==> src/rtl/usb_bus_master.sv <==
// Strobe-bus master: turns read/write commands into RD_B/WR_B/address/data cycles
// with programmable setup, strobe and hold lengths. Define USB_BUS_MASTER_BURST_EN to honour CMD_LEN.
module usb_bus_master #(
  parameter int               ADD_W      = 16,
  parameter int               DATA_W     = 8,
  parameter int               LEN_W      = 8,
  parameter logic [ADD_W-1:0] ADD_OFFSET = ADD_W'('h4000),
  parameter int               SETUP_CYC  = 1,
  parameter int               STROBE_CYC = 2,
  parameter int               HOLD_CYC   = 1
) (
  input  logic              FCLK,
  input  logic              RST_B,
  input  logic              CMD_VALID,
  output logic              CMD_READY,
  input  logic              CMD_WR,
  input  logic [ADD_W-1:0]  CMD_ADD,
  input  logic [DATA_W-1:0] CMD_DATA,
  input  logic [LEN_W-1:0]  CMD_LEN,
  output logic              RSP_VALID,
  output logic [DATA_W-1:0] RSP_DATA,
  output logic              RSP_LAST,
  output logic [ADD_W-1:0]  BUS_ADD,
  output logic [DATA_W-1:0] BUS_DATA_OUT,
  output logic              BUS_DATA_OE,
  input  logic [DATA_W-1:0] BUS_DATA_IN,
  output logic              RD_B,
  output logic              WR_B
);

  localparam int CYC_MAX = (SETUP_CYC > STROBE_CYC)
                         ? ((SETUP_CYC > HOLD_CYC) ? SETUP_CYC : HOLD_CYC)
                         : ((STROBE_CYC > HOLD_CYC) ? STROBE_CYC : HOLD_CYC);
  localparam int CYC_W   = (CYC_MAX > 1) ? $clog2(CYC_MAX) : 1;

  typedef enum logic [1:0] {
    S_IDLE,
    S_SETUP,
    S_STROBE,
    S_HOLD
  } state_t;

  state_t             state_q, state_d;
  logic [CYC_W-1:0]   cyc_q, cyc_d;
  logic               wr_q, wr_d;
  logic               cmd_ready_q, cmd_ready_d;
  logic               rsp_valid_q, rsp_valid_d;
  logic [DATA_W-1:0]  rsp_data_q, rsp_data_d;
  logic               rsp_last_q, rsp_last_d;
  logic [ADD_W-1:0]   bus_add_q, bus_add_d;
  logic [DATA_W-1:0]  bus_data_out_q, bus_data_out_d;
  logic               bus_data_oe_q, bus_data_oe_d;
  logic               rd_b_q, rd_b_d;
  logic               wr_b_q, wr_b_d;
  logic               last_word;

`ifdef USB_BUS_MASTER_BURST_EN
  logic [LEN_W-1:0]   words_q, words_d;
  logic [LEN_W-1:0]   cmd_words;

  // A zero length still moves one word.
  assign cmd_words = (CMD_LEN == '0) ? LEN_W'(1) : CMD_LEN;
  assign last_word = (words_q == LEN_W'(1));
`else
  logic               unused_len;

  assign unused_len = ^CMD_LEN;
  assign last_word  = 1'b1;
`endif

  always_comb begin
    state_d        = state_q;
    cyc_d          = cyc_q;
    wr_d           = wr_q;
    cmd_ready_d    = cmd_ready_q;
    rsp_valid_d    = 1'b0;
    rsp_data_d     = rsp_data_q;
    rsp_last_d     = 1'b0;
    bus_add_d      = bus_add_q;
    bus_data_out_d = bus_data_out_q;
    bus_data_oe_d  = bus_data_oe_q;
    rd_b_d         = rd_b_q;
    wr_b_d         = wr_b_q;
`ifdef USB_BUS_MASTER_BURST_EN
    words_d        = words_q;
`endif

    unique case (state_q)
      S_IDLE: begin
        // READY rises on the first edge out of reset and stays up while idle.
        cmd_ready_d = 1'b1;
        if (cmd_ready_q && CMD_VALID) begin
          bus_add_d      = CMD_ADD + ADD_OFFSET;
          bus_data_out_d = CMD_DATA;
          bus_data_oe_d  = CMD_WR;
          wr_d           = CMD_WR;
          cmd_ready_d    = 1'b0;
          cyc_d          = CYC_W'(SETUP_CYC - 1);
          state_d        = S_SETUP;
`ifdef USB_BUS_MASTER_BURST_EN
          words_d        = cmd_words;
`endif
        end
      end

      S_SETUP: begin
        if (cyc_q == '0) begin
          cyc_d   = CYC_W'(STROBE_CYC - 1);
          state_d = S_STROBE;
          if (wr_q) wr_b_d = 1'b0;
          else      rd_b_d = 1'b0;
        end else begin
          cyc_d = cyc_q - CYC_W'(1);
        end
      end

      S_STROBE: begin
        if (cyc_q == '0) begin
          rd_b_d  = 1'b1;
          wr_b_d  = 1'b1;
          cyc_d   = CYC_W'(HOLD_CYC - 1);
          state_d = S_HOLD;
          // Read data is sampled on the same edge the strobe rises.
          if (!wr_q) begin
            rsp_data_d  = BUS_DATA_IN;
            rsp_valid_d = 1'b1;
            rsp_last_d  = last_word;
          end
        end else begin
          cyc_d = cyc_q - CYC_W'(1);
        end
      end

      S_HOLD: begin
        if (cyc_q == '0) begin
`ifdef USB_BUS_MASTER_BURST_EN
          if (!last_word) begin
            words_d   = words_q - LEN_W'(1);
            bus_add_d = bus_add_q + ADD_W'(1);
            cyc_d     = CYC_W'(SETUP_CYC - 1);
            state_d   = S_SETUP;
          end else begin
            bus_data_oe_d = 1'b0;
            cmd_ready_d   = 1'b1;
            state_d       = S_IDLE;
          end
`else
          bus_data_oe_d = 1'b0;
          cmd_ready_d   = 1'b1;
          state_d       = S_IDLE;
`endif
        end else begin
          cyc_d = cyc_q - CYC_W'(1);
        end
      end

      default: begin
        state_d = S_IDLE;
      end
    endcase
  end

  always_ff @(posedge FCLK or negedge RST_B) begin
    if (!RST_B) begin
      state_q        <= S_IDLE;
      cyc_q          <= '0;
      wr_q           <= 1'b0;
      cmd_ready_q    <= 1'b0;
      rsp_valid_q    <= 1'b0;
      rsp_data_q     <= '0;
      rsp_last_q     <= 1'b0;
      bus_add_q      <= '0;
      bus_data_out_q <= '0;
      bus_data_oe_q  <= 1'b0;
      rd_b_q         <= 1'b1;
      wr_b_q         <= 1'b1;
`ifdef USB_BUS_MASTER_BURST_EN
      words_q        <= '0;
`endif
    end else begin
      state_q        <= state_d;
      cyc_q          <= cyc_d;
      wr_q           <= wr_d;
      cmd_ready_q    <= cmd_ready_d;
      rsp_valid_q    <= rsp_valid_d;
      rsp_data_q     <= rsp_data_d;
      rsp_last_q     <= rsp_last_d;
      bus_add_q      <= bus_add_d;
      bus_data_out_q <= bus_data_out_d;
      bus_data_oe_q  <= bus_data_oe_d;
      rd_b_q         <= rd_b_d;
      wr_b_q         <= wr_b_d;
`ifdef USB_BUS_MASTER_BURST_EN
      words_q        <= words_d;
`endif
    end
  end

  assign CMD_READY    = cmd_ready_q;
  assign RSP_VALID    = rsp_valid_q;
  assign RSP_DATA     = rsp_data_q;
  assign RSP_LAST     = rsp_last_q;
  assign BUS_ADD      = bus_add_q;
  assign BUS_DATA_OUT = bus_data_out_q;
  assign BUS_DATA_OE  = bus_data_oe_q;
  assign RD_B         = rd_b_q;
  assign WR_B         = wr_b_q;

endmodule

==> config.mk <==
export PLATFORM = sky130hd
export DESIGN_NAME = usb_bus_master
export DESIGN_NICKNAME = d
export VERILOG_FILES = /design/src/rtl/usb_bus_master.sv
export SDC_FILE = /design/constraint.sdc
export NUM_CORES = 1
export LEC_CHECK = 0
export CAP_MARGIN = 10
export CORE_MARGIN = 1.5
export CORE_UTILIZATION = 43
export CTS_CLUSTER_SIZE = 28
export DETAILED_ROUTE_END_ITERATION = 12
export PLACE_DENSITY_LB_ADDON = 0.05
export RECOVER_POWER = 50
export SLEW_MARGIN = 20
export SYNTH_ARGS = -nofsm -noshare
export SYNTH_HDL_FRONTEND = slang
export SYNTH_SLANG_ARGS = --single-unit
export TNS_END_PERCENT = 20
==> constraint.sdc <==
create_clock -name FCLK -period 4.65 [get_ports FCLK]
set_input_delay 0.465 -clock FCLK [delete_from_list [all_inputs] [get_ports FCLK]]
set_output_delay 0.465 -clock FCLK [all_outputs]
set_load 0.005 [all_outputs]
# == Yosys cells after proc, flatten, opt, wreduce, memory -nomap -nowiden ==
# Index checks and enable logic that the tools add are counted.
# totals
out_inout_bits,38
wordCells,60
register_bits,41
inputBits,44
# op_classes
n_mux,24
n_eq_ne,9
reduce_logical,12
n_addsub,2
bitwise,2
# op_table
op,n
"adder 16 x 15 -> 16 bit, second input constant",1
2-to-1 mux 1 bit,14
"inequality test 2 bit, second input constant",6
AND reduction 4 bit,3
2-to-1 mux 2 bit,4
one-hot mux 1 bit (2 select lines),4
one-hot mux 2 bit (4 select lines),1
AND reduction 3 bit,2
"== test 2 bit, second input constant",2
AND reduction 2 bit,2
nonzero test 2 bit,2
one-hot mux 1 bit (3 select lines),1
"== test 2 x 1 -> 1 bit, second input constant",1
logical NOT 2 bit,1
inverter 1 bit,2
OR reduction 2 bit,1
logical AND 1 bit,1
"subtractor 1 bit, second input constant",1

# == Depth between registers and ports, before layout ==
# Gate-level depths: netlist (run 1).
# depth
ltp_word,3
depth_mapped,6
depth_no_buf,5

# == Worst setup path before layout (run 1) ==
# Ideal clock, no wire load.
# synth_timing
path_type,register to register
startpoint,reg state_q[0]
endpoint,reg rsp_data_q[0] (netlist: RSP_DATA[0])
stages_incl_launch_ff,6
setup_slack_ps,3040
setup_ps,125
period_less_slack_ps,1610
arrival_ps,1485
path_buffers,0
required_ps,4525
path_cell_list,dfrtp_1 > inv_1 > ha_1 > inv_1 > nor3_4 > mux2_2
# synth_via
elab_chain_len,2
# synth_rtl
item,line,source
from (decl),43,"state_t state_q, state_d;"
from (signal assigned),181,state_q <= state_d;
== test 2 bit,88,unique case (state_q)
AND reduction 3 bit (no line),--,
to (signal assigned),186,rsp_data_q <= rsp_data_d;
to (decl),48,"logic [DATA_W-1:0] rsp_data_q, rsp_data_d;"
# Every way passes these cells.
# A chain may end at the register's enable or synchronous reset.

# == Worst setup path in the final report (run 1) ==
# layout_timing
startpoint,reg state_q[0]
endpoint,reg rsp_data_q[1] (netlist: RSP_DATA[1])
# Same word-level chain as after synthesis.

==> results.yml, run 1 <==
finish:
  num-fill-cells: 272
  register_area_um2: 1028
  design_area_um2: 2611
  final_common_cell: "clkdlybuf4s50_1"
  diodes: 0
  layout.nets: 245
  final_cell_mix: "clkdlybuf4s50_1, dfrtp_1, mux2_2, dlygate4sd3_1, ha_1"
  area_delta_synth_final_pct: 50.90
  final_core_util_pct: 69.24
  multi_input_area_um2: 638.1
  drive_gt1_share_pct: 23.59
synth:
  yosys_warnings: 0
  syn_inst: 117
  syn_area_um2: 1730
  synth_top_cell_by_area: "dfrtp_1"
  ys_ff_latch: 41
  avgSynthCellArea_um2: 14.79
  synth_nets: 168
  synthDominantCellAreaShare_pct: 56.40
  synth.area.top_cells: "dfrtp_1, mux2_2, ha_1"
  ys_types: 23
  synth_seq_area_share_pct: 59.44
critical_path:
  path_class: "reg -> reg"
  startpoint_type: "register"
  worstPathCellList: "inv_1 > ha_1 > inv_1 > nor3_1 > mux2_2"
  end_kind: "register"
  crit_fanout: 9
  cp_data_required_time_ns: 4.83
  slowest_delay_ns: 0.91
  cp_slowest_cell: "nor3_1"
  critPathMostFrequentCell: "inv_1"
  cp.arrival_ns: 2.51
clocking:
  cts-resized-gates: 0
  clkLatencyLatePin_ns: 0.29
  h-tree-depth: 2
  cts_buffers: 5
  clock_sinks: 41
  cts_hold_buf: 0
  path_clk_slew_ns: 0.08
  post-cts-setup-buffer-count: 0
  cts_root_buffer: "clkbuf_8"
  cts_tree: "built"
  clockBufferDepth: 2
floorplanning:
  start_util_pct: 45.89
  dieHeight_um: 66.44
  coreArea_um2: 3771
  ioPinCount: 82
  dieArea_um2: 4414
  core.rowCount: 22
  die_w_um: 66.44
placement:
  dp_hpwl_um: 2472
  numPortBuffers: 73
  place_congestion: 0.8183
  post_dp_cell_area_um2: 2486
power:
  power_density_nw_per_um2: 653.3
  vdd_drop_max_mv: 0.3241
  p_int_uw: 1243
  power_frac_clock_pct: 19.8
  combPwrFrac_pct: 42.7
  p_sw_uw: 462.8
  netSwitchingFraction_pct: 27.13
  leakagePower_uw: 0.001117
  p_seq_share_pct: 37.5
drt:
  drc: 0
  num_vias: 1181
  antenna_left: 0
  avgViaCountPerCell: 4.860
  route.detailed.wl_per_inst_um: 13.42
  first_pass_iters: 3
  totalWireLength_um: 3260
  initialDrtViolationCount: 35
global_route:
  grt_usage_pct: 16.04
  grt_pass1_vias: 1215
  grt_max_degree: 42
  grt_pass1_wl_um: 5285
  antenna_found_initial: 0
  grt-ovfl-total: 0
sta:
  setup_violations: 0
  post-route-min-period_ns: 2.331
  worst_pin_slew_ns: 2.079
  hold_viol: 0
  rsz0062_at_grt: "false"
  fin_skew_ns: 0.007641
  setup_tns_ns: 0
  relSlewSlack_pct: -38.58
  fmax_mhz: 429.0
  min_period_over_period_pct: 50.12
  slew_violations: 42
worst_hold_path:
  hp-class: "reg -> reg"
run_status:
  failed_checks: "max-capacitance violations, max-slew violations"
  status: "finished, violations left"
job:
  maxCapViolCount: 1
critical path: cells and delay by family (launching register included):
kind          cells  cell delay, ns
simple gates      1            0.91
mux               1            0.43
flops             1            0.42
buf+inv           2            0.23
fa+ha+maj         1            0.23
registers in the layout, indices dropped and copies added (netlist names), 2 cells and up:
signal,count
state_q,2
BUS_ADD,16
RSP_DATA,8
BUS_DATA_OUT,8
through the flow:
stage | hold WS, ns | setup WS, ns | std cells | power, µW
after global routing | 0.5239 | 2.165 | 243 | 1830
after floorplan | 0.1694 | 3.040 | 117 | 1006
final | 0.4892 | 2.319 | 243 | 1706
after global placement | 0.4638 | 2.780 | 235 | 1397
after CTS | 0.3182 | 2.783 | 243 | 1774
after detailed placement | 0.4829 | 2.724 | 235 | 1426
final timing paths:
check                       startpoint  slack [ns]  depth (start not counted)           to
hold / removal             BUS_ADD[14]        0.49                          2  BUS_ADD[14]
setup / recovery            state_q[0]        2.32                          5  RSP_DATA[1]
min in group asynchronous        RST_B        0.77                          1         wr_q
max in group asynchronous        RST_B        2.70                          1  RSP_DATA[0]
hold reg to reg            BUS_ADD[14]        0.49                          2  BUS_ADD[14]
setup reg to reg            state_q[0]        2.32                          5  RSP_DATA[1]
cell type report:
cell class / instances / area share, %
Sequential cell: 41 / 39.39
Timing Repair Buffer: 73 / 27.74
Multi-Input combinational cell: 67 / 24.44
Clock buffer: 5 / 2.635
Clock inverter: 3 / 2.635
Tap cell: 48 / 2.300
Inverter: 6 / 0.8625
power groups by stage:
stage	logic, µW	clock network [µW]	registers, µW
global route	804	363	663
global placement	756	0	641
detailed placement	771	0	656
CTS	776	348	650
floorplan	350	0	657
finish	729	338	639
cell usage after synthesis (all sizes together):
library cell and count:
o21a 1, nand3 3, o22a 1, nand2b 2, a31o 1, mux2 33
mux2i 1, a21bo 1, xnor2 1, a21oi 2, and4b 1, dfstp 2
nor2 1, nand2 3, inv 6, o21ai 6, dfrtp 39, buf 3
a21boi 2, ha 7, nor3 1
layer usage:
layer,global-route usage (%),vias to the layer above,wire (µm)
met4,6.122,0,40
met1,17.68,570,1284
li1,-,566,-
met5,0,-,0
met2,27.50,41,1658
met3,6.474,4,277
logic make-up after synthesis:
group | after synthesis | share of synthesized area [%]
compound gates | 14 | 5.206
simple gates | 11 | 4.700
xor+xnor | 1 | 0.5062
mux | 34 | 22.05
buf+inv | 9 | 3.037
flops | 41 | 59.44
fa+ha+maj | 7 | 5.061
(Power assumes the default switching activity.)
==> run 2: changes to the inputs <==
Settings changed: CORE_UTILIZATION 43 to 40.
Clock period 4.65 ns to 2.2 ns, I/O delays scaled along.
==> run 2 against run 1 <==
Net effect: the flow now finishes without violations; register-to-register slack worse by 2.0 ns; utilization down 5.9 points; fmax up 27%; setup slack worse by 2.0 ns; first-iteration DRC count up 5.7%; cell area down 0.81%; count of clock-buffer cells in the layout up 2; non-clock buffer count unchanged; die area up 7.2%; global-route usage up 0.81 points; sequential share of layout area up 0.32 points; sequential power up 110%; critical endpoint is now RSP_DATA[0]; highest routed layer unchanged.
==> results.yml, run 2 (synthesized netlist as in run 1, its figures left out) <==
run_status:
  status: "complete, no violations"
sta:
  min_period_over_period_pct: 83.48
  fmax_mhz: 544.5
  setup_violations: 0
  fin_skew_ns: 0.003933
  post-route-min-period_ns: 1.837
  relSlewSlack_pct: 40.66
  rsz0062_at_grt: "false"
  worst_pin_slew_ns: 0.8901
  setup_tns_ns: 0
  hold_viol: 0
  slew_violations: 0
finish:
  largest_reg_flops: 16
  drive_gt1_share_pct: 24.62
  final_cells: 245
  final_common_cell: "clkdlybuf4s50_1"
  area_delta_synth_final_pct: 49.67
  diodes: 0
  final_cell_mix: "clkdlybuf4s50_1, dfrtp_1, mux2_2, dlygate4sd3_1"
  layout.nets: 245
power:
  p_seq_share_pct: 39.3
  leakagePower_uw: 0.001113
  p_sw_uw: 999.5
  netSwitchingFraction_pct: 28.94
  power_frac_clock_pct: 15.5
  power_density_nw_per_um2: 1334
  combPwrFrac_pct: 45.2
  p_int_uw: 2454
  vdd_drop_max_mv: 0.6793
critical_path:
  end_kind: "register"
  startpoint_type: "register"
  r2r_start: "state_q[0]"
  path_class: "reg -> reg"
  worstPathCellList: "inv_1 > ha_1 > inv_1 > nor3_4 > mux2_2"
  startpoint: "state_q[0]"
  crit_fanout: 9
  cp_slowest_cell: "dfrtp_1"
  cp_data_required_time_ns: 2.38
  crit_buf_inv: 2
  slowest_delay_ns: 0.42
  cp.arrival_ns: 2.01
  critPathMostFrequentCell: "inv_1"
  cp_top_family: "flip-flops"
global_route:
  grt_usage_pct: 16.85
  grt_max_degree: 42
  grt-ovfl-total: 0
  grt_pass1_wl_um: 5671
  grt_pass1_vias: 1232
  antenna_found_initial: 0
drt:
  route.detailed.wl_per_inst_um: 14.24
  totalWireLength_um: 3490
  drc: 0
  num_vias: 1189
  antenna_left: 0
  avgViaCountPerCell: 4.853
  first_pass_iters: 4
  initialDrtViolationCount: 37
floorplanning:
  core.rowCount: 23
  dieArea_um2: 4729
  coreArea_um2: 4086
  ioPinCount: 82
  dieHeight_um: 68.77
  die_w_um: 68.77
  start_util_pct: 42.35
worst_hold_path:
  hp-class: "in -> async"
placement:
  place_congestion: 0.8300
  numPortBuffers: 73
  dp_hpwl_um: 2607
  place_inst: 237
clocking:
  cts_hold_buf: 0
  clockBufferDepth: 2
  path_clk_slew_ns: 0.08
  cts_buffers: 5
  cts_root_buffer: "clkbuf_8"
  post-cts-setup-buffer-count: 0
  cts_tree: "built"
  clkLatencyLatePin_ns: 0.29
  cts-resized-gates: 0
  h-tree-depth: 2
  clock_sinks: 41
job:
  maxCapViolCount: 0
[run 2: changes by cell type in the layout (fill, tap and decap cells not counted), sizes merged]
cell,change
bufinv,-2
clkdlybuf4s50,-2
dlygate4sd3,+2
buf,+1
clkbuf,+1
clkinv,+1
inv,-1
[run 2: power groups by stage]
stage / Clock [µW] / Sequential, µW / Combinational, µW
after floorplan: 0 / 1390 / 739
after global placement: 0 / 1350 / 1600
after detailed placement: 0 / 1380 / 1650
after CTS: 551 / 1370 / 1650
after global routing: 585 / 1410 / 1720
final: 534 / 1360 / 1560
[run 2: worst reg2reg max path: cells and delay by family (launching register included)]
family,cells,cell delay (ns)
AND/OR/NAND/NOR,1,0.42
buffers and inverters,2,0.26
adder cells (fa/ha/maj),1,0.24
flip-flops,1,0.42
multiplexers,1,0.39
[run 2: final timing paths]
kind                                   endpoint  slack, ns  cells after the start
worst max-delay path                RSP_DATA[0]       0.36                      5
worst min-delay path            BUS_DATA_OUT[2]       0.05                      1
worst max register to register      RSP_DATA[0]       0.36                      5
worst min register to register      BUS_ADD[14]       0.49                      2
max in group asynchronous           BUS_ADD[15]       1.59                      1
min in group FCLK                   BUS_ADD[14]       0.49                      2
[run 2: final cells by class]
type | instances | area [µm²]
clock buffer | 7 | 96.34
clock inverter | 1 | 5.005
fill | 313 | 1496
inverter | 6 | 22.52
multi-input combinational | 67 | 649.4
sequential | 41 | 1028
tap | 50 | 62.56
timing repair buffer | 73 | 725.7
[run 2: through the flow]
step / hold slack, ns / utilization [%] / worst slack [ns] / instance area [µm²] / power, µW
2_1_floorplan: -0.07559 / - / 0.5898 / 1730 / 2127
3_3_place_gp: 0.3922 / 60.90 / 0.4281 / 2489 / 2949
3_5_place_dp: 0.4003 / 60.90 / 0.3614 / 2489 / 3029
4_1_cts: 0.08500 / 63.38 / 0.3498 / 2590 / 3575
5_1_grt: 0.1191 / 63.38 / 0.2504 / 2590 / 3720
6_report: 0.05138 / 63.38 / 0.3634 / 2590 / 3454
[run 2: routing by layer]
metal | part of all wire (%) | vias up | GRT usage, %
met3 | 9.0 | 6 | 6.981
li1 | - | 562 | -
met1 | 40 | 572 | 18.55
met4 | 1.5 | 0 | 6.618
met2 | 49 | 49 | 28.85
met5 | 0 | - | 0
==> run 3: changes to the inputs <==
Clock period 2.2 ns to 1.8 ns, I/O delays scaled along.
==> run 3 against run 2 <==
Net effect: via count rose by 0.34%; critical path depth did not move; largest power group unchanged; highest routed layer unchanged; first-iteration DRC count rose by 89%; worst hold slack improved by 0.44 ns; critical endpoint is now state_q[1].
==> results.yml, run 3 (synthesized netlist as in run 1, its figures left out) <==
worst_hold_path:
  hold_path_end: "BUS_ADD[14]"
  min_from: "BUS_ADD[14]"
  hp-class: "reg -> reg"
  holdPathStages: 2
sta:
  fin_skew_ns: 0.003777
  min_period_over_period_pct: 93.08
  slew_violations: 0
  post-route-min-period_ns: 1.675
  rsz0062_at_grt: "false"
  hold_viol: 0
  worst_pin_slew_ns: 1.143
  relSlewSlack_pct: 23.81
  fmax_mhz: 596.9
  setup_tns_ns: 0
  setup_violations: 0
critical_path:
  cp_data_required_time_ns: 1.97
  startpoint_type: "register"
  r2r_slack_ns: 0.12
  path_class: "reg -> reg"
  crit_buf_inv: 1
  ff2ff_path_depth: 5
  r2r_start: "state_q[0]"
  cp.arrival_ns: 1.85
  r2r_end: "state_q[1]"
  worstPathCellList: "inv_1 > ha_2 > a21bo_2 > nand3_1 > mux2_2"
  cp_top_family: "flip-flops"
  end_kind: "register"
  cp_slowest_cell: "dfrtp_1"
  slowest_delay_ns: 0.42
  crit_fanout: 5
placement:
  dp_hpwl_um: 2697
  place_congestion: 0.7409
  numPortBuffers: 73
run_status:
  status: "complete, no violations"
clocking:
  clock_sinks: 41
  h-tree-depth: 2
  cts_tree: "built"
  clkLatencyLatePin_ns: 0.28
  post-cts-setup-buffer-count: 0
  cts_root_buffer: "clkbuf_8"
  clockBufferDepth: 2
  cts_buffers: 5
  path_clk_slew_ns: 0.07
global_route:
  grt_max_degree: 29
  grt_pass1_wl_um: 5382
  grt-ovfl-total: 0
  grt_usage_pct: 15.89
  grt_pass1_vias: 1212
  antenna_found_initial: 0
drt:
  drc: 0
  avgViaCountPerCell: 4.753
  initialDrtViolationCount: 70
  antenna_left: 0
  route.detailed.wl_per_inst_um: 13.73
  first_pass_iters: 4
  num_vias: 1193
  totalWireLength_um: 3445
finish:
  diodes: 0
  area_delta_synth_final_pct: 53.07
  largest_reg_flops: 16
  final_common_cell: "clkdlybuf4s50_1"
  drive_gt1_share_pct: 26.37
  layout.nets: 251
  final_cell_mix: "clkdlybuf4s50_1, dfrtp_1, mux2_2, dlygate4sd3_1, clkbuf_8"
floorplanning:
  coreArea_um2: 4086
  ioPinCount: 82
  die_w_um: 68.77
  dieArea_um2: 4729
  core.rowCount: 23
  start_util_pct: 42.35
  dieHeight_um: 68.77
power:
  power_density_nw_per_um2: 1612
  p_total_uw: 4270
  leakagePower_uw: 0.001140
  vdd_drop_max_mv: 0.7936
job:
  maxCapViolCount: 0
-- run 3: cell count changes in the layout (fill, tap and decap cells not counted) --
cell / change
buf_4: +3
buf_2: -1
ha_1: -1
buf_12: +1
clkbuf_2: +1
dlygate4sd3_1: +1
o21ai_0: -1
ha_2: +1
clkbuf_1: +1
o21ai_1: +1
a21boi_0: -1
a21boi_1: +1
-- run 3: layout make-up --
class                   count  area (µm²)
fillers                   334        1438
inverters                   6       22.52
multi-input cells          67       651.9
well taps                  50       62.56
flip-flops and latches     41        1028
clock buffers               7       96.34
repair buffers             79       782.0
clock inverters             1       5.005
-- run 3: power by group --
part	switching (µW)	leakage (µW)	internal [µW]	total (µW)
Combinational	659	0.000601	1320	1980
Sequential	254	0.000485	1400	1650
Clock	294	0.0000542	346	641
Total	1210	0.00114	3060	4270
-- run 3: routing by layer --
| metal | part of all wire, % | global-route usage, % | wire length [µm] | up-vias |
|---|---|---|---|---|
| li1 | - | - | - | 577 |
| met1 | 39 | 17.42 | 1354 | 562 |
| met2 | 50 | 26.80 | 1722 | 52 |
| met3 | 10 | 7.955 | 352 | 2 |
| met4 | 0.49 | 5.147 | 17 | 0 |
| met5 | 0 | 0 | 0 | - |
-- run 3: per-stage QoR --
stage | hold slack [ns] | util [%] | setup slack, ns | cells | area, µm²
floorplan | -0.1156 | - | 0.1898 | 117 | 1730
global placement | 0.1629 | 62.12 | 0.1355 | 242 | 2539
detailed placement | 0.1647 | 62.12 | 0.06850 | 242 | 2539
CTS | 0.3970 | 64.85 | 0.04538 | 251 | 2650
global route | 0.4857 | 64.82 | 0.01789 | 251 | 2649
finish | 0.4950 | 64.82 | 0.1245 | 251 | 2649
-- run 3: what timing repair did --
item | 4_1_cts | 5_1_grt
endpoints found under the hold margin | 19 | 0
setup endpoints to repair | 0 | 25
resized for setup | 0 | 3
hold buffers | 1 | 0
-- run 3: worst reg2reg max path: cells and delay by family, from the launching register on --
family,cells,cell delay [ns]
buffers and inverters,1,0.16
AND/OR/NAND/NOR,1,0.13
adder cells (fa/ha/maj),1,0.26
multiplexers,1,0.35
AO/OA/AOI/OAI,1,0.25
flip-flops,1,0.42
-- run 3: how the worst max path moves through the flow --
stage / from / endpoint / slack (ns) / depth (start not counted)
6_report: state_q[0] / state_q[1] / 0.12 / 5
2_1_floorplan: state_q[0] / RSP_DATA[0] / 0.19 / 5
3_3_place_gp: state_q[0] / RD_B / 0.14 / 5
5_1_grt: state_q[0] / state_q[1] / 0.02 / 5
3_5_place_dp: state_q[1] / RD_B / 0.07 / 5
4_1_cts: state_q[1] / RD_B / 0.05 / 5
==> RTL change: new RTL, settings of run 2 <==
The option `USB_BUS_MASTER_BURST_EN` is turned on by a define.
--- a/src/rtl/usb_bus_master.sv
+++ b/src/rtl/usb_bus_master.sv
@@ -1,4 +1,6 @@
 // Strobe-bus master: turns read/write commands into RD_B/WR_B/address/data cycles
 // with programmable setup, strobe and hold lengths. Define USB_BUS_MASTER_BURST_EN to honour CMD_LEN.
+`define USB_BUS_MASTER_BURST_EN
+
 module usb_bus_master #(
   parameter int               ADD_W      = 16,
Behaviour: not the same (Yosys sat finds a counterexample within 10 cycles, from zero or initial values and one cycle with RST_B low).
==> RTL change against run 2 <==
  * First-iteration DRC count rose to 3.0 times the old value
  * Largest power group unchanged
  * Highest routed layer unchanged
  * Worst hold slack better by 0.43 ns
  * Design area grew 49%
  * Worst setup slack worse by 0.17 ns
  * Count of clock-buffer cells in the layout fell by 2
  * Total power rose by 64%
  * Wire length grew 100%
  * Sequential cell count is 9 higher
  * Area after synthesis rose by 65%
==> RTL change: results (changes against run 2) <==
GRT
  – First-pass GRT wire length: 11.8 mm (+110%)
  – Largest net degree at the start of global routing: 33 (-21%)
  – Vias in the first global route: 2477 (+100%)
  – GR Layer Usage met1: 27.3% (+8.7 points)
  – GRT met3 Usage: 3.03% (-3.9 points)
  – Total track usage: 19.5% (+2.6 points)
  – Global-route met2 utilization: 30.9% (+2.1 points)

Routing
  – DR WL/cell: 15.5 um (+8.8%)
  – Initial DRT Pass Iterations: 4 (unchanged)
  – Initial DRC count: 112 (+200%)
  – Vias/cell: 5.60 (+15%)
  – DR vias: 2580 (+120%)

Synth
  – Leading register cell type out of synthesis: dfrtp_1
  – Top cells by area, synth: dfrtp_1 (42%), mux2_2 (6.7%), a21oi_2 (5.2%), a31oi_1 (3.3%), ha_1 (3.1%)
  – Syn Nets: 332 (+98%)
  – Most frequent cells after synthesis: dfrtp_1 (48), nand2_1 (22), a21oi_2 (17), mux2_2 (17), a31oi_1 (15)
  – Mean Syn Cell Area: 10.2 um^2 (-31%)
  – Ys async rst share: 100% (unchanged)
  – Seq/Total Area, Yosys: 43.9% (-15 points)
  – Yosys cell types: 55 (+140%)

Pwr
  – LEAKAGE: 1.49 nW (+34%)
  – Logic pwr share: 56.0% (+11 points)
  – Sequential power: 0.00190 W (+40%)
  – Sw Ratio: 42.8% (+14 points)
  – Maximum vdd drop: 551 uV (-19%)
  – Clock power share: 10.4% (-5.1 points)

Layout
  – Post-layout util: 56.6% (-6.8 points)
  – Filler cells: 645 (+110%)
  – Layout Nets: 415 (+69%)
  – Antenna fix cells: 0 (unchanged)
  – Share of layout cells above drive strength 1: 18.1% (-6.5 points)

Clock network
  – Hold-fix buffers, CTS: 1 (+1)
  – Setup Buffers After CTS: 0 (unchanged)
  – Worst skew pair latency: 0.31 ns (+0.02 ns)
  – Clock transition at path regs: 0.10 ns (+0.02 ns)
  – CTS max path bufs: 2 (unchanged)

Worst setup path
  – CP peak stage delay: 0.43 ns
  – Crit-path leading delay family: compound AO/OA/AOI/OAI gates
  – Critical path data arrival time: 2.21 ns (+0.20 ns)
  – Crit-path max FO: 16 (+7)

Place
  – Placed cell count: 452 (+91%)
  – I/O Buffers: 81 (+11%)
  – RePlAce Congestion: 0.895 (+7.9%)
  – HPWL Detailed: 5.28 mm (+100%)
  – Pre-CTS WS: 0.225 ns (-0.136 ns)
  – Placed cell area: 3770 um^2 (+51%)

Timing
  – Worst Clk Skew: 0.00369 ns (-0.000239 ns)
  – Slew @ Worst Pin: 0.885 ns (-0.00510 ns)

Status
  – Status: completed
==> RTL change: cell types whose count changed in the layout (fill, tap and decap cells not counted), moves of 6 or more <==
cell,before,now
nand2_1,3,22
nand4_1,0,10
buf_4,0,9
o22ai_1,0,6
o21ai_0,6,14
a31oi_1,0,15
mux2_2,33,17
o31ai_1,0,7
dfrtp_1,39,48
nor2_1,1,14
clkdlybuf4s50_1,54,64
nand3_1,2,9
a21oi_2,0,17
==> RTL change: final timing paths <==
path / from / cells after the start / slack, ns / end
max in group asynchronous: RST_B / 3 / 0.47 / BUS_ADD[9]
max reg2reg: state_q[0] / 7 / 0.20 / BUS_ADD[11]
min in group FCLK: CMD_WR / 3 / 0.51 / wr_q
min: RST_B / 2 / 0.49 / RSP_DATA[6]
max: state_q[0] / 7 / 0.20 / BUS_ADD[11]
min reg2reg: RSP_DATA[7] / 1 / 0.51 / RSP_DATA[7]
==> RTL change: logic make-up after synthesis <==
kind of cell    synth area share, %
buf+inv                        4.78
fa+ha+maj                      3.07
compound gates                 24.5
mux                            7.41
flops                          43.9
simple gates                   16.0
xor+xnor                      0.307
==> RTL change: per-layer routing <==
metal	part of all wire (%)	vias to the layer above
met5	0	-
met3	4.4	11
met1	47	1258
met4	1.3	0
met2	48	75
li1	-	1236
==> RTL change: final cells by class <==
| class | instances | share of cell area [%] |
|---|---|---|
| Clock buffer | 5 | 1.78 |
| Timing Repair Buffer | 93 | 23.0 |
| Clock inverter | 3 | 0.680 |
| Inverter | 11 | 1.07 |
| Sequential cell | 50 | 32.4 |
| Multi-Input combinational cell | 203 | 37.9 |
| Tap cell | 96 | 3.11 |
